<file path="src/rtl/core_mem_arbiter.sv">
// ----------------------------------------------------------------------------
// core_mem_arbiter
//
// Purpose:
//   Two-requester arbiter that shares a single memory bus between an
//   instruction-fetch port (IF) and a load/store port (MEM). One transaction
//   is outstanding on the bus at a time. A pipeline flush cancels an
//   in-flight fetch: the bus cycle is drained silently with no ack to IF.
//
// Configuration macro:
//   WIV_MEM_ARB_FAIR_EN - when defined, a 3-bit starvation counter lets IF
//                         win a tie after STARVE_LIMIT consecutive MEM grants
//                         made while IF was waiting. When undefined, MEM
//                         always wins a tie and STARVE_LIMIT has no effect.
//
// Parameters:
//   STARVE_LIMIT   consecutive MEM grants tolerated while IF waits (1..7)
//
// Ports:
//   i_clk, i_reset           clock, synchronous active-high reset
//   i_if_req, i_if_addr      fetch request (level, held until ack) + address
//   o_if_ack/rdata/err       fetch completion pulse, data, bus error
//   i_mem_req/we/addr/wdata/be  load/store request (held until ack)
//   o_mem_ack/rdata/err      load/store completion pulse, data, bus error
//   o_bus_req/we/addr/wdata/be  registered bus request, stable while req high
//   i_bus_ack/rdata/err      bus completion, read data, error
//   i_flush                  cancels an in-flight fetch only
//   o_busy                   high whenever the arbiter is not IDLE
// ----------------------------------------------------------------------------
module core_mem_arbiter #(
    parameter int STARVE_LIMIT = 4
) (
    input  logic        i_clk,
    input  logic        i_reset,

    input  logic        i_if_req,
    input  logic [63:0] i_if_addr,
    output logic        o_if_ack,
    output logic [63:0] o_if_rdata,
    output logic        o_if_err,

    input  logic        i_mem_req,
    input  logic        i_mem_we,
    input  logic [63:0] i_mem_addr,
    input  logic [63:0] i_mem_wdata,
    input  logic [7:0]  i_mem_be,
    output logic        o_mem_ack,
    output logic [63:0] o_mem_rdata,
    output logic        o_mem_err,

    output logic        o_bus_req,
    output logic        o_bus_we,
    output logic [63:0] o_bus_addr,
    output logic [63:0] o_bus_wdata,
    output logic [7:0]  o_bus_be,
    input  logic        i_bus_ack,
    input  logic [63:0] i_bus_rdata,
    input  logic        i_bus_err,

    input  logic        i_flush,
    output logic        o_busy
);

    typedef enum logic [1:0] {
        IDLE,
        GRANT_IF,
        GRANT_MEM,
        DRAIN
    } state_t;

    state_t state;

    // The counter is three bits wide, so the limit must fit in it.
    generate
        if (STARVE_LIMIT < 1 || STARVE_LIMIT > 7) begin : g_bad_limit
            $error("core_mem_arbiter: STARVE_LIMIT must be in 1..7");
        end
    endgenerate

    // While an ack is being presented the requester has not yet had a chance
    // to drop its request, so arbitrating now would regrant a stale request.
    logic ack_pending;
    logic if_eligible;
    logic pick_if;
    logic pick_mem;

    assign ack_pending = o_if_ack | o_mem_ack;
    assign if_eligible = i_if_req & ~i_flush;

`ifdef WIV_MEM_ARB_FAIR_EN
    logic [2:0] starve_cnt;
    logic       starved;

    assign starved  = (starve_cnt == 3'(STARVE_LIMIT));
    // IF wins a tie only once MEM has been favoured STARVE_LIMIT times.
    assign pick_if  = if_eligible & (~i_mem_req | starved);
`else
    assign pick_if  = if_eligible & ~i_mem_req;
`endif
    assign pick_mem = i_mem_req & ~pick_if;

    // Single state machine; every output is registered here. Ack and error
    // outputs default low each cycle so they form one-cycle pulses.
    always_ff @(posedge i_clk) begin
        if (i_reset) begin
            state       <= IDLE;
            o_bus_req   <= 1'b0;
            o_bus_we    <= 1'b0;
            o_bus_addr  <= 64'h0;
            o_bus_wdata <= 64'h0;
            o_bus_be    <= 8'h0;
            o_if_ack    <= 1'b0;
            o_if_rdata  <= 64'h0;
            o_if_err    <= 1'b0;
            o_mem_ack   <= 1'b0;
            o_mem_rdata <= 64'h0;
            o_mem_err   <= 1'b0;
            o_busy      <= 1'b0;
`ifdef WIV_MEM_ARB_FAIR_EN
            starve_cnt  <= 3'd0;
`endif
        end else begin
            o_if_ack  <= 1'b0;
            o_if_err  <= 1'b0;
            o_mem_ack <= 1'b0;
            o_mem_err <= 1'b0;

            case (state)
                IDLE: begin
                    if (!ack_pending) begin
                        if (pick_if) begin
                            state       <= GRANT_IF;
                            o_busy      <= 1'b1;
                            o_bus_req   <= 1'b1;
                            o_bus_we    <= 1'b0;
                            o_bus_addr  <= i_if_addr;
                            o_bus_wdata <= 64'h0;
                            o_bus_be    <= 8'hFF;
`ifdef WIV_MEM_ARB_FAIR_EN
                            starve_cnt  <= 3'd0;
`endif
                        end else if (pick_mem) begin
                            state       <= GRANT_MEM;
                            o_busy      <= 1'b1;
                            o_bus_req   <= 1'b1;
                            o_bus_we    <= i_mem_we;
                            o_bus_addr  <= i_mem_addr;
                            o_bus_wdata <= i_mem_wdata;
                            o_bus_be    <= i_mem_be;
`ifdef WIV_MEM_ARB_FAIR_EN
                            // Only grants that make IF wait count, saturating.
                            if (i_if_req && !starved) begin
                                starve_cnt <= starve_cnt + 3'd1;
                            end
`endif
                        end
                    end
                end

                GRANT_IF: begin
                    if (i_bus_ack) begin
                        state     <= IDLE;
                        o_busy    <= 1'b0;
                        o_bus_req <= 1'b0;
                        // A flush arriving with the ack still cancels the fetch.
                        if (!i_flush) begin
                            o_if_ack   <= 1'b1;
                            o_if_rdata <= i_bus_rdata;
                            o_if_err   <= i_bus_err;
                        end
                    end else if (i_flush) begin
                        state <= DRAIN;
                    end
                end

                GRANT_MEM: begin
                    if (i_bus_ack) begin
                        state       <= IDLE;
                        o_busy      <= 1'b0;
                        o_bus_req   <= 1'b0;
                        o_mem_ack   <= 1'b1;
                        o_mem_rdata <= i_bus_rdata;
                        o_mem_err   <= i_bus_err;
                    end
                end

                DRAIN: begin
                    // The bus cycle cannot be aborted, so wait it out silently.
                    if (i_bus_ack) begin
                        state     <= IDLE;
                        o_busy    <= 1'b0;
                        o_bus_req <= 1'b0;
                    end
                end

                default: begin
                    state     <= IDLE;
                    o_busy    <= 1'b0;
                    o_bus_req <= 1'b0;
                end
            endcase
        end
    end

endmodule

</file>
<file path="config.mk">
export PLATFORM = sky130hd
export DESIGN_NAME = core_mem_arbiter
export DESIGN_NICKNAME = d
export VERILOG_FILES = /design/src/rtl/core_mem_arbiter.sv
export SDC_FILE = /design/constraint.sdc
export NUM_CORES = 1
export LEC_CHECK = 0
export ABC_AREA = 1
export CORE_AREA = 3 3 213 215
export DETAILED_ROUTE_END_ITERATION = 10
export DIE_AREA = 0 0 216 218
export GPL_TIMING_DRIVEN = 0
export PLACE_DENSITY = 0.58
export SYNTH_ARGS = -nofsm -noshare
export SYNTH_HDL_FRONTEND = slang
export SYNTH_SLANG_ARGS = --single-unit
</file>
<file path="constraint.sdc">
create_clock -name i_clk -period 1.46 [get_ports i_clk]
set_clock_uncertainty 0.2 [all_clocks]
set_input_delay 0.219 -clock i_clk [delete_from_list [all_inputs] [get_ports i_clk]]
set_output_delay 0.219 -clock i_clk [all_outputs]
set_load 0.03 [all_outputs]
</file>
After elaboration in Yosys (flattened, before gate mapping) --
Index checks and enable logic that the tools add are counted.
Word-level totals: word-level logic and storage cells 66, register bits 272, output and inout bits 271
Cells by class: eq/ne operators 8, reductions and logical operators 13, bitwise operators 11, multiplexer cells 22
Operators with widths (count):
- two-way mux 64 bit | 4
- two-way mux 8 bit | 2
- two-way mux 2 bit | 6
- AND reduction 3 bit | 3
- OR reduction 3 bit | 3
- two-way mux 1 bit | 8
- inverter 1 bit | 7
- != test 3 bit, second input constant | 2
- one-hot mux 2 bit (3 select lines) | 1
- == test 2 bit, second input constant | 2
- != test 2 x 1 -> 1 bit, second input constant | 2
- AND reduction 4 bit | 1
- OR reduction 2 bit | 2
- OR reduction 4 bit | 1
- bitwise AND 1 bit | 3
- == test 2 x 1 -> 1 bit, second input constant | 1
- zero test 2 bit | 1
- != test 2 bit, second input constant | 1
- one-hot mux 1 bit (2 select lines) | 1
- AND reduction 2 bit | 1
- nonzero test 2 bit | 1
- OR 1 bit | 1

Longest topological paths before layout --
Gate-level depths: netlist of run 1.
depth after elaboration 9, depth in mapped cells 8, gate-level depth less buffers 7

Worst setup path after synthesis of run 1 --
OpenSTA, ideal clock, no wires.
path kind register to register, start point register o_mem_ack, end point register o_bus_addr[0], clock period less this slack 1529 ps, library setup time 70 ps, setup slack -69 ps, cell stages (with the launch flop) 7, arrival time 1258 ps, cell sequence dfxtp_1 > nor2_1 > nand3_2 > buf_2 > buf_2 > nand2_1 > a21oi_1
Between the ends: cells in the longest elaborated chain, start to end 3
Ends and longest elaborated chain:
- from (decl) | line 47 | output logic o_mem_ack,
- from (signal assigned) | line 115 | o_mem_ack <= 1'b0;
- from (signal assigned) | line 125 | o_mem_ack <= 1'b0;
- from (signal assigned) | line 181 | o_mem_ack <= 1'b1;
- OR 1 bit | line 87 | assign ack_pending = o_if_ack | o_mem_ack;
- inverter 1 bit (no source line)
- AND reduction 3 bit (no source line)
- to (signal assigned) | line 136 | o_bus_addr <= i_if_addr;
- to (signal assigned) | line 147 | o_bus_addr <= i_mem_addr;
- to (decl) | line 53 | output logic [63:0] o_bus_addr,
Every way passes these cells. A chain may end at the register's enable or synchronous reset.

Worst setup path after layout of run 1 --
start point register state[1], end point register o_bus_wdata[54]
Between the ends: cells in the longest elaborated chain, start to end 2
Ends and longest elaborated chain:
- from (decl) | line 71 | state_t state;
- from (signal assigned) | line 106 | state <= IDLE;
- from (signal assigned) | line 132 | state <= GRANT_IF;
- from (signal assigned) | line 143 | state <= GRANT_MEM;
- zero test 2 bit | line 128 | case (state)
- AND reduction 3 bit (no source line)
- to (signal assigned) | line 148 | o_bus_wdata <= i_mem_wdata;
- to (decl) | line 54 | output logic [63:0] o_bus_wdata,
Every way passes these cells.

==> impl_metrics.prom, run 1 <==
# TYPE chip_impl_metric gauge
chip_impl_info{name="layout.cells.most_common_list",value="355 x nand2_1, 283 x buf_6, 270 x clkdlybuf4s50_1, 264 x dfxtp_2, 253 x nor2_1"} 1
chip_impl_metric{name="die_area",unit="um^2"} 47100
chip_impl_metric{name="cts.sink_count",unit=""} 272
chip_impl_metric{name="routabilityCongestion",unit=""} 0.893
chip_impl_info{name="critical_path.most_common_cell",value="buf_12"} 1
chip_impl_metric{name="die_w",unit="um"} 216
chip_impl_metric{name="worstPathMaxFanout",unit=""} 10
chip_impl_metric{name="aggregate_global_route_resource_usage",unit=""} 0.194
chip_impl_metric{name="drt-initial-drc-count",unit=""} 596
chip_impl_info{name="ctsRootBufferMaster",value="clkbuf_16"} 1
chip_impl_metric{name="timing.max_slew.rel_slack",unit=""} 0.474
chip_impl_metric{name="worstPathArrival",unit="ps"} 1910
chip_impl_metric{name="final_cells",unit=""} 2723
chip_impl_metric{name="grt_pass1_wl",unit="mm"} 71.3
chip_impl_info{name="tritoncts",value="done"} 1
chip_impl_metric{name="finalInstanceArea",unit="um^2"} 20900
chip_impl_metric{name="synthCells",unit=""} 1410
chip_impl_metric{name="hold_critical_path_depth",unit=""} 4
chip_impl_metric{name="max_clock_freq",unit="GHz"} 0.591
chip_impl_metric{name="mappedNetlistArea",unit="um^2"} 10300
chip_impl_metric{name="leakage",unit="nW"} 8.88
chip_impl_metric{name="final-hold-violation-count",unit=""} 0
chip_impl_info{name="violations",value="negative setup slack"} 1
chip_impl_metric{name="yosys_register_bits",unit=""} 272
chip_impl_metric{name="mappedNetlistNets",unit=""} 1682
chip_impl_metric{name="slew_violations",unit=""} 0
chip_impl_info{name="result_of_the_run",value="complete, but fails checks"} 1
chip_impl_metric{name="cts-buffers-inserted",unit=""} 31
chip_impl_metric{name="portBuffers",unit=""} 542
chip_impl_metric{name="initial_core_util",unit=""} 0.236
chip_impl_metric{name="io-pin-count",unit=""} 543
chip_impl_metric{name="layout.core_utilization",unit=""} 0.475
chip_impl_metric{name="max-vdd-ir-drop",unit="V"} 0.000674
chip_impl_metric{name="place.detailed.hpwl",unit="mm"} 36.1
chip_impl_info{name="grt_setup_unrepaired",value="true"} 1
chip_impl_info{name="category_of_the_most_critical_setup_path",value="reg -> reg"} 1
chip_impl_info{name="synth.top_cells.by_area",value="dfxtp_1 53%, nand2_1 14%, nor2_1 10%, a21oi_1 6.4%, o21ai_0 6.4%"} 1
chip_impl_metric{name="nets",unit=""} 2375
chip_impl_info{name="critical_path_top_delay_cell",value="dfxtp_4"} 1
chip_impl_metric{name="core",unit="um^2"} 43900
chip_impl_metric{name="route.detailed.vias_per_inst",unit=""} 4.54
chip_impl_metric{name="worst_r2r_path_depth",unit=""} 8
chip_impl_metric{name="power_density",unit="nW/um^2"} 1100
chip_impl_metric{name="drcViolationCount",unit=""} 0
chip_impl_metric{name="placement.cell_area",unit="um^2"} 16500
chip_impl_metric{name="cts-htree-levels",unit=""} 1
chip_impl_metric{name="layout_worst_path_cycle_share",unit=""} 1.16
chip_impl_metric{name="drt-pass1-iter-count",unit=""} 5
chip_impl_metric{name="placementRows",unit=""} 77
chip_impl_metric{name="gr_ovfl_total",unit=""} 0
chip_impl_metric{name="post-synth-top-area-fraction",unit=""} 0.526
chip_impl_metric{name="clock_insertion_delay_worst_skew",unit="ps"} 570
chip_impl_info{name="hold_class",value="in -> reg"} 1
chip_impl_metric{name="report.power.total",unit="W"} 0.0230
chip_impl_metric{name="postSynthAreaPerCell",unit="um^2"} 7.34
chip_impl_metric{name="cts.clk_slew.worst_paths",unit="ps"} 60
chip_impl_metric{name="cts_buffer_depth",unit=""} 3
chip_impl_metric{name="vias_in_the_first_global_route",unit=""} 12008
chip_impl_metric{name="timing_worst_slew_pin_value",unit="ps"} 790
chip_impl_metric{name="placedCellCount",unit=""} 2544
chip_impl_metric{name="syn_to_final_growth",unit="%"} 102
chip_impl_metric{name="synth-seq-area-share",unit=""} 0.526
chip_impl_info{name="worst_setup_path_start_kind",value="flop"} 1
chip_impl_metric{name="drive_above_1_share",unit=""} 0.423
chip_impl_metric{name="post-route-min-period",unit="ps"} 1690
chip_impl_metric{name="avgRoutedWirePerCell",unit="um"} 18.7
chip_impl_info{name="critPathCaptureType",value="flop"} 1
chip_impl_metric{name="final_antenna_net_count",unit=""} 0
chip_impl_metric{name="cap_violations",unit=""} 0
chip_impl_metric{name="synthDistinctLibCells",unit=""} 23
chip_impl_metric{name="worst_ep_required_time",unit="ps"} 1680
chip_impl_info{name="cells_along_the_critical_path",value="nor2_4, buf_4, nand3_4, buf_12, buf_12, buf_8, nand2_1, a21oi_2"} 1
chip_impl_metric{name="antenna_found_initial",unit=""} 3
chip_impl_metric{name="fin_ws",unit="ps"} -232
chip_impl_metric{name="cpPeakStageDelay",unit="ps"} 370
chip_impl_metric{name="detail_route.wirelength",unit="mm"} 50.9
chip_impl_metric{name="detailroute.via_count",unit=""} 12370
chip_impl_info{name="largest_area_contributor_in_the_synthesized_netlist",value="dfxtp_1"} 1
chip_impl_metric{name="largest_net_degree_at_the_start_of_global_routing",unit=""} 15
chip_impl_metric{name="setup_viol",unit=""} 309
chip_impl_info{name="layout_commonest_cell",value="nand2_1"} 1
chip_impl_metric{name="yosys_warnings",unit=""} 0
chip_impl_metric{name="floorplan.die.height",unit="um"} 218
-- state kept, by name (all words and copies together) (netlist names) --
signal	flops
o_bus_addr	64
o_bus_wdata	64
o_if_rdata	64
o_mem_rdata	64
o_bus_be	8
state	2
o_bus_we	1
o_busy	1
o_if_ack	1
o_if_err	1
o_mem_ack	1
o_mem_err	1
-- critical path: cells and delay by family (launching register included) --
family                 cells  cell delay, ps
buffers and inverters      4             620
AND/OR/NAND/NOR            3             290
flip-flops                 1             370
AO/OA/AOI/OAI              1              70
-- where the power goes --
part	total (W)	internal (W)	switching (W)
logic	0.00687	0.00330	0.00357
registers	0.00856	0.00812	0.000442
clock network	0.00758	0.00438	0.00319
-- metrics by stage --
| step | TNS, ps | setup WS, ps | hold WS (ps) |
|---|---|---|---|
| after global placement | -222540 | -1350 | 251 |
| after floorplan | 0 | 35.5 | 154 |
| after global routing | -53230 | -285 | 33.2 |
| final | -31930 | -232 | 10.4 |
| after CTS | -43030 | -255 | 8.99 |
| after detailed placement | -234820 | -1420 | 254 |
-- synthesized netlist by cell type --
cell	instances
inv_1	8
a21oi_1	132
o21ai_0	132
nand4_4	1
nor2_1	276
clkbuf_1	37
clkinv_1	1
buf_2	50
clkbuf_2	3
nor2_2	1
o211ai_1	1
nor3_1	1
dfxtp_1	272
nor2_4	1
nor3_2	2
buf_1	1
nand3_1	69
buf_6	7
nand2_1	394
o21ai_1	6
nand3_2	2
buf_4	8
inv_2	5
-- final cells by class --
type / instances / area [um^2]
repair buffers: 659 / 7190
multi-input cells: 1018 / 4980
plain buffers: 106 / 1070
fillers: 4210 / 23100
repair inverters: 1 / 16.3
well taps: 592 / 741
inverters: 14 / 97.6
clock inverters: 10 / 87.6
diodes: 5 / 12.5
flip-flops and latches: 272 / 5790
clock buffers: 46 / 892
-- what timing repair did --
item / CTS / global route
hold buffers: 54 / 0
endpoints found under the setup margin: 543 / 540
pin swaps: 12 / 32
setup buffers: 36 / 6
endpoints found under the hold margin: 54 / 0
cloned: 7 / 16
resized for setup: 2326 / 277
-- metal layers --
layer  share of wire  GRT usage  wire (um)
met4           0.045     0.0847       2280
met1            0.41      0.236      20900
met3           0.059     0.0341       3020
met5               0          0          0
met2            0.49      0.336      24800
-- worst paths after layout --
| kind | slack, ps | to | start |
|---|---|---|---|
| max | -230 | o_bus_wdata[54] | state[1] |
| min | 10 | state[0] | i_flush |
| min reg2reg | 270 | o_bus_addr[36] | o_bus_addr[36] |
| max reg2reg | -230 | o_bus_wdata[54] | state[1] |
-- logic make-up after synthesis --
group,after synthesis,share of synthesized area
AOI/OAI and AO/OA,271,0.131
DFF,272,0.526
and+or+nand+nor,747,0.285
buffers and inverters,120,0.0579
(Power assumes the default switching activity.)
==> run 2: changes to the inputs <==
--- a/config.mk
+++ b/config.mk
@@ -10,7 +10,7 @@
 export DETAILED_ROUTE_END_ITERATION = 10
 export DIE_AREA = 0 0 216 218
 export GPL_TIMING_DRIVEN = 0
-export PLACE_DENSITY = 0.58
+export PLACE_DENSITY = 0.62
 export SYNTH_ARGS = -nofsm -noshare
 export SYNTH_HDL_FRONTEND = slang
 export SYNTH_SLANG_ARGS = --single-unit
==> impl_metrics.prom, run 2 (same netlist as run 1, synthesis figures left out) <==
# TYPE chip_impl_metric gauge
chip_impl_metric{name="leakage",unit="nW"} 7.80
chip_impl_metric{name="share_comb_of_total_power",unit=""} 0.269
chip_impl_metric{name="drt-pass1-iter-count",unit=""} 5
chip_impl_metric{name="detailroute.via_count",unit=""} 11855
chip_impl_metric{name="die_w",unit="um"} 216
chip_impl_metric{name="avgRoutedWirePerCell",unit="um"} 18.1
chip_impl_metric{name="worst_r2r_path_depth",unit=""} 6
chip_impl_metric{name="sequential_cell_fraction_of_total_power",unit=""} 0.390
chip_impl_metric{name="cts-htree-levels",unit=""} 1
chip_impl_info{name="layout.cells.most_common_list",value="384 x nand2_1, 269 x clkdlybuf4s50_1, 248 x nor2_1, 216 x dfxtp_1, 196 x clkdlybuf4s15_2"} 1
chip_impl_metric{name="detail_route.wirelength",unit="mm"} 48.1
chip_impl_metric{name="routabilityCongestion",unit=""} 0.890
chip_impl_metric{name="placedCellCount",unit=""} 2544
chip_impl_metric{name="io-pin-count",unit=""} 543
chip_impl_metric{name="portBuffers",unit=""} 542
chip_impl_metric{name="initial_core_util",unit=""} 0.236
chip_impl_metric{name="worstPathMaxFanout",unit=""} 10
chip_impl_metric{name="place.detailed.hpwl",unit="mm"} 35.8
chip_impl_metric{name="worst_ep_required_time",unit="ps"} 1670
chip_impl_metric{name="clock_power_share",unit=""} 0.340
chip_impl_metric{name="power.share.switching",unit=""} 0.313
chip_impl_metric{name="final_antenna_net_count",unit=""} 0
chip_impl_metric{name="placementRows",unit=""} 77
chip_impl_metric{name="cts_buffer_depth",unit=""} 3
chip_impl_metric{name="power_switching",unit="W"} 0.00671
chip_impl_info{name="hold_class",value="in -> reg"} 1
chip_impl_metric{name="cellInternalPower",unit="W"} 0.0147
chip_impl_info{name="tritoncts",value="done"} 1
chip_impl_info{name="violations",value="negative setup slack"} 1
chip_impl_metric{name="hold_critical_path_depth",unit=""} 3
chip_impl_metric{name="vias_in_the_first_global_route",unit=""} 11256
chip_impl_metric{name="finalInstanceArea",unit="um^2"} 19300
chip_impl_metric{name="max-vdd-ir-drop",unit="V"} 0.000694
chip_impl_metric{name="cts.sink_count",unit=""} 272
chip_impl_metric{name="drt-initial-drc-count",unit=""} 629
chip_impl_metric{name="die_area",unit="um^2"} 47100
chip_impl_metric{name="drive_above_1_share",unit=""} 0.278
chip_impl_metric{name="route.detailed.vias_per_inst",unit=""} 4.46
chip_impl_metric{name="clock_insertion_delay_worst_skew",unit="ps"} 560
chip_impl_metric{name="timing_worst_slew_pin_value",unit="ps"} 719
chip_impl_metric{name="core",unit="um^2"} 43900
chip_impl_info{name="critPathCaptureType",value="flop"} 1
chip_impl_metric{name="largest_net_degree_at_the_start_of_global_routing",unit=""} 16
chip_impl_metric{name="floorplan.die.height",unit="um"} 218
chip_impl_metric{name="drcViolationCount",unit=""} 0
chip_impl_metric{name="aggregate_global_route_resource_usage",unit=""} 0.181
chip_impl_info{name="result_of_the_run",value="complete, but fails checks"} 1
chip_impl_metric{name="worstPathArrival",unit="ps"} 1860
chip_impl_metric{name="layout_worst_path_cycle_share",unit=""} 1.13
chip_impl_info{name="ctsRootBufferMaster",value="clkbuf_16"} 1
chip_impl_info{name="grt_setup_unrepaired",value="true"} 1
chip_impl_metric{name="antenna_found_initial",unit=""} 3
chip_impl_metric{name="post-route-min-period",unit="ps"} 1650
chip_impl_metric{name="placement.cell_area",unit="um^2"} 16500
chip_impl_metric{name="nets",unit=""} 2315
chip_impl_metric{name="syn_to_final_growth",unit="%"} 86.7
chip_impl_metric{name="final-hold-violation-count",unit=""} 0
chip_impl_info{name="category_of_the_most_critical_setup_path",value="reg -> reg"} 1
chip_impl_metric{name="timing.max_slew.rel_slack",unit=""} 0.521
chip_impl_info{name="worst_setup_path_start_kind",value="flop"} 1
chip_impl_metric{name="fin_ws",unit="ps"} -191
chip_impl_info{name="layout_commonest_cell",value="nand2_1"} 1
chip_impl_metric{name="cts.clk_slew.worst_paths",unit="ps"} 60
chip_impl_metric{name="max_clock_freq",unit="GHz"} 0.606
chip_impl_metric{name="power_density",unit="nW/um^2"} 1110
chip_impl_metric{name="cap_violations",unit=""} 0
chip_impl_metric{name="gr_ovfl_total",unit=""} 0
chip_impl_metric{name="final_cells",unit=""} 2659
chip_impl_metric{name="grt_pass1_wl",unit="mm"} 66.7
chip_impl_metric{name="cts-buffers-inserted",unit=""} 31
chip_impl_metric{name="setup_viol",unit=""} 494
chip_impl_metric{name="slew_violations",unit=""} 0
## run 2: changes by cell type in the layout (fill, tap and decap cells not counted), sizes merged
cell / delta
clkdlybuf4s18: +1
clkdlybuf4s50: -1
clkbuf: +1
inv: -1
clkinvlp: +1
bufbuf: -2
bufinv: -1
clkinv: +1
diode: -3
buf: -224
dlygate4sd3: -33
clkdlybuf4s15: +196
dlymetal6s2s: +1
## run 2: timing repair
action	CTS	global route
hold endpoints to repair	22	0
gates cloned	0	18
hold buffers	21	0
pin swaps	5	23
resized for setup	1046	421
setup endpoints to repair	543	542
setup buffers	5	14
## run 2: layer usage
layer / routed length (um) / track usage / vias up
met4: 1340 / 0.0643 / 2
met3: 2940 / 0.0382 / 75
met1: 20500 / 0.227 / 5550
met2: 23300 / 0.310 / 416
li1: - / - / 5812
met5: 13 / 0 / -
## run 2: path summary, 6_finish.rpt
path / startpoint / end / slack [ps]
max reg2reg: state[1] / o_bus_wdata[42] / -190
min reg2reg: o_bus_addr[27] / o_bus_addr[27] / 260
max: state[1] / o_bus_wdata[42] / -190
min: i_mem_wdata[51] / o_bus_wdata[51] / 20
## run 2: final cells by class
| cell class | instances | area, um^2 |
|---|---|---|
| sequential | 272 | 5520 |
| fill | 4386 | 24600 |
| buffer | 106 | 1020 |
| multi-input combinational | 1018 | 4570 |
| inverter | 14 | 95.1 |
| clock inverter | 8 | 52.6 |
| timing repair buffer | 597 | 6380 |
| clock buffer | 47 | 886 |
| antenna | 2 | 5.00 |
| tap | 592 | 741 |
| timing repair inverter | 3 | 37.5 |
## run 2: critical path: stages, from the launching register on
cell       delay, ps
dfxtp_4          360
nor2_4           200
nand3_4          210
clkbuf_16        250
buf_8            150
nand2_1           80
a21oi_2           60
## run 2: power groups by stage
stage | registers (W) | clock network [W] | logic [W]
2_1_floorplan | 0.00955 | 0 | 0.00147
3_3_place_gp | 0.00845 | 0 | 0.00517
3_5_place_dp | 0.00847 | 0 | 0.00520
4_1_cts | 0.00834 | 0.00751 | 0.00524
5_1_grt | 0.00842 | 0.00779 | 0.00617
6_report | 0.00836 | 0.00729 | 0.00577
## run 2: per-stage QoR
stage / setup TNS (ps) / setup WS [ps] / hold slack (ps) / total power (W) / utilization
after CTS: -90850 / -227 / 0.0422 / 0.0211 / 0.412
after global placement: -224040 / -1380 / 252 / 0.0136 / 0.376
after floorplan: 0 / 35.5 / 154 / 0.0110 / -
after detailed placement: -228390 / -1420 / 254 / 0.0137 / 0.376
final: -58800 / -191 / 24.1 / 0.0214 / 0.440
after global routing: -95060 / -248 / 10.1 / 0.0224 / 0.440
==> run 3: changes to the inputs <==
==> constraint.sdc (replaced) <==
create_clock -name i_clk -period 1.46 [get_ports i_clk]
set_clock_uncertainty 0.2 [all_clocks]
set_input_delay 0.219 -clock i_clk [delete_from_list [all_inputs] [get_ports i_clk]]
set_output_delay 0.219 -clock i_clk [all_outputs]
set_load 0.05 [all_outputs]
==> impl_metrics.prom, run 3 (same netlist as run 1, synthesis figures left out) <==
# TYPE chip_impl_metric gauge
chip_impl_info{name="result_of_the_run",value="complete, but fails checks"} 1
chip_impl_info{name="violations",value="negative setup slack"} 1
chip_impl_metric{name="detailroute.via_count",unit=""} 12555
chip_impl_metric{name="vias_in_the_first_global_route",unit=""} 11686
chip_impl_metric{name="place.detailed.hpwl",unit="mm"} 35.4
chip_impl_metric{name="cts_buffer_depth",unit=""} 3
chip_impl_metric{name="cts-htree-levels",unit=""} 1
chip_impl_metric{name="aggregate_global_route_resource_usage",unit=""} 0.188
chip_impl_info{name="layout_commonest_cell",value="nand2_1"} 1
chip_impl_metric{name="hold_critical_path_depth",unit=""} 3
chip_impl_info{name="top_layer_used",value="met4"} 1
chip_impl_metric{name="cp_num_cells",unit=""} 7
chip_impl_metric{name="die_w",unit="um"} 216
chip_impl_metric{name="final-hold-violation-count",unit=""} 0
chip_impl_info{name="critPathCaptureType",value="flop"} 1
chip_impl_metric{name="die_area",unit="um^2"} 47100
chip_impl_metric{name="gr_ovfl_total",unit=""} 0
chip_impl_info{name="tritoncts",value="done"} 1
chip_impl_info{name="hold_class",value="in -> reg"} 1
chip_impl_metric{name="layout_worst_path_cycle_share",unit=""} 1.17
chip_impl_metric{name="routabilityCongestion",unit=""} 0.885
chip_impl_metric{name="cts-buffers-inserted",unit=""} 31
chip_impl_info{name="critical_path_top_delay_cell",value="dfxtp_4"} 1
chip_impl_info{name="category_of_the_most_critical_setup_path",value="reg -> reg"} 1
chip_impl_metric{name="worstPathArrival",unit="ps"} 1910
chip_impl_info{name="layout.cells.most_common_list",value="316 x nand2_1, 288 x buf_8, 270 x clkdlybuf4s50_1, 250 x nor2_1, 245 x dfxtp_2"} 1
chip_impl_metric{name="wl_met1",unit="mm"} 21.4
chip_impl_metric{name="drt-initial-drc-count",unit=""} 695
chip_impl_metric{name="nFillCells",unit=""} 3937
chip_impl_metric{name="met2RoutedLength",unit="mm"} 26.2
chip_impl_metric{name="timing_worst_slew_pin_value",unit="ps"} 816
chip_impl_metric{name="drt-pass1-iter-count",unit=""} 5
chip_impl_metric{name="worst_r2r_path_depth",unit=""} 7
chip_impl_metric{name="nets",unit=""} 2381
chip_impl_metric{name="portBuffers",unit=""} 542
chip_impl_metric{name="power_density",unit="nW/um^2"} 1110
chip_impl_metric{name="cp_num_buf_inv",unit=""} 3
chip_impl_metric{name="placementRows",unit=""} 77
chip_impl_metric{name="detail_route.wirelength",unit="mm"} 52.6
chip_impl_metric{name="cts.clk_slew.worst_paths",unit="ps"} 60
chip_impl_metric{name="worst_ep_required_time",unit="ps"} 1660
chip_impl_metric{name="floorplan.die.height",unit="um"} 218
chip_impl_metric{name="slew_violations",unit=""} 0
chip_impl_metric{name="cts.sink_count",unit=""} 272
chip_impl_metric{name="placement.cell_area",unit="um^2"} 16500
chip_impl_metric{name="setup_viol",unit=""} 506
chip_impl_metric{name="grt_pass1_wl",unit="mm"} 69.4
chip_impl_info{name="grt_setup_unrepaired",value="true"} 1
chip_impl_metric{name="post-route-min-period",unit="ps"} 1710
chip_impl_metric{name="cpPeakStageDelay",unit="ps"} 370
chip_impl_metric{name="antenna_found_initial",unit=""} 2
chip_impl_metric{name="io-pin-count",unit=""} 543
chip_impl_metric{name="drcViolationCount",unit=""} 0
chip_impl_info{name="ctsRootBufferMaster",value="clkbuf_16"} 1
chip_impl_metric{name="max_clock_freq",unit="GHz"} 0.585
chip_impl_metric{name="met3RoutedLength",unit="mm"} 3.36
chip_impl_metric{name="cap_violations",unit=""} 0
chip_impl_info{name="cpLargestDelayFamily",value="buffers and inverters"} 1
chip_impl_metric{name="drive_above_1_share",unit=""} 0.478
chip_impl_metric{name="leakage",unit="nW"} 9.51
chip_impl_metric{name="initial_core_util",unit=""} 0.236
chip_impl_info{name="critical_path.most_common_cell",value="buf_12"} 1
chip_impl_metric{name="clock_insertion_delay_worst_skew",unit="ps"} 560
chip_impl_metric{name="max-vdd-ir-drop",unit="V"} 0.000675
chip_impl_metric{name="combined_area_of_the_multi_input_logic_cells",unit="um^2"} 5330
chip_impl_info{name="cells_along_the_critical_path",value="nor2_4, nand3_4, buf_12, buf_12, buf_6, nand2_1, a21oi_2"} 1
chip_impl_metric{name="syn_to_final_growth",unit="%"} 117
chip_impl_metric{name="finalInstanceArea",unit="um^2"} 22500
chip_impl_metric{name="seq_area",unit="um^2"} 5850
chip_impl_metric{name="worstPathMaxFanout",unit=""} 10
chip_impl_metric{name="timing.max_slew.rel_slack",unit=""} 0.456
chip_impl_metric{name="timing.setup.tns",unit="ps"} -32720
chip_impl_metric{name="fin_ws",unit="ps"} -250
chip_impl_metric{name="final_antenna_net_count",unit=""} 0
chip_impl_metric{name="avgRoutedWirePerCell",unit="um"} 19.3
chip_impl_info{name="worst_setup_path_start_kind",value="flop"} 1
chip_impl_metric{name="core",unit="um^2"} 43900
chip_impl_metric{name="route.detailed.vias_per_inst",unit=""} 4.61
chip_impl_metric{name="largest_net_degree_at_the_start_of_global_routing",unit=""} 15
==> run 3: cell count changes in the layout (fill, tap and decap cells not counted), sizes merged <==
cell,delta
bufinv,+1
clkdlybuf4s18,-1
clkdlybuf4s50,+1
clkinv,+2
clkdlybuf4s15,-196
clkbuf,+14
buf,+237
clkinvlp,-3
dlymetal6s2s,-1
dlygate4sd3,+13
==> run 3: stage by stage <==
| step | utilization | std cells | setup WS (ps) | hold slack [ps] | total power [W] |
|---|---|---|---|---|---|
| 6_report | 0.511 | 2726 | -250 | 33.8 | 0.0250 |
| 5_1_grt | 0.511 | 2726 | -305 | 17.3 | 0.0259 |
| 4_1_cts | 0.456 | 2659 | -229 | 1.59 | 0.0237 |
| 3_3_place_gp | 0.376 | 2544 | -1200 | 251 | 0.0145 |
| 2_1_floorplan | - | 1410 | 3.47 | 154 | 0.0119 |
| 3_5_place_dp | 0.376 | 2544 | -1250 | 255 | 0.0145 |
==> run 3: worst paths after layout <==
path / to / startpoint / slack, ps
max: o_bus_wdata[41] / state[1] / -250
min: o_bus_wdata[59] / i_mem_wdata[59] / 30
max reg2reg: o_bus_wdata[41] / state[1] / -250
min reg2reg: o_bus_wdata[12] / o_bus_wdata[12] / 280
==> run 3: tightest hold or removal path: stages <==
cell             delay (ps)
clkdlybuf4s50_1         420
nand2_2                  80
a21oi_2                  40
==> run 3: area by class of cell <==
class / instances / area share
repair buffers: 664 / 0.370
plain buffers: 106 / 0.0478
inverters: 14 / 0.00423
repair inverters: 2 / 0.00161
flip-flops and latches: 272 / 0.261
clock inverters: 9 / 0.00362
multi-input cells: 1018 / 0.237
clock buffers: 47 / 0.0417
well taps: 592 / 0.0330
diodes: 2 / 0.000223
==> run 3: what timing repair did <==
action / CTS / global route
gates cloned: 2 / 30
setup endpoints to repair: 543 / 538
resized for setup: 2526 / 510
hold endpoints to repair: 34 / 0
buffers inserted: 23 / 37
hold buffers: 34 / 0
pin swaps: 3 / 60
==> run 3: where the power goes <==
part | leakage [nW] | switching, W | internal [W]
combinational | 6.66 | 0.00463 | 0.00389
sequential | 2.35 | 0.000554 | 0.00812
clock | 0.507 | 0.00320 | 0.00457
==> run 3: metal layers <==
metal	global-route usage	vias up
li1	-	5936
met1	0.228	6059
met2	0.336	472
met3	0.0404	88
met4	0.0517	0
met5	0	-
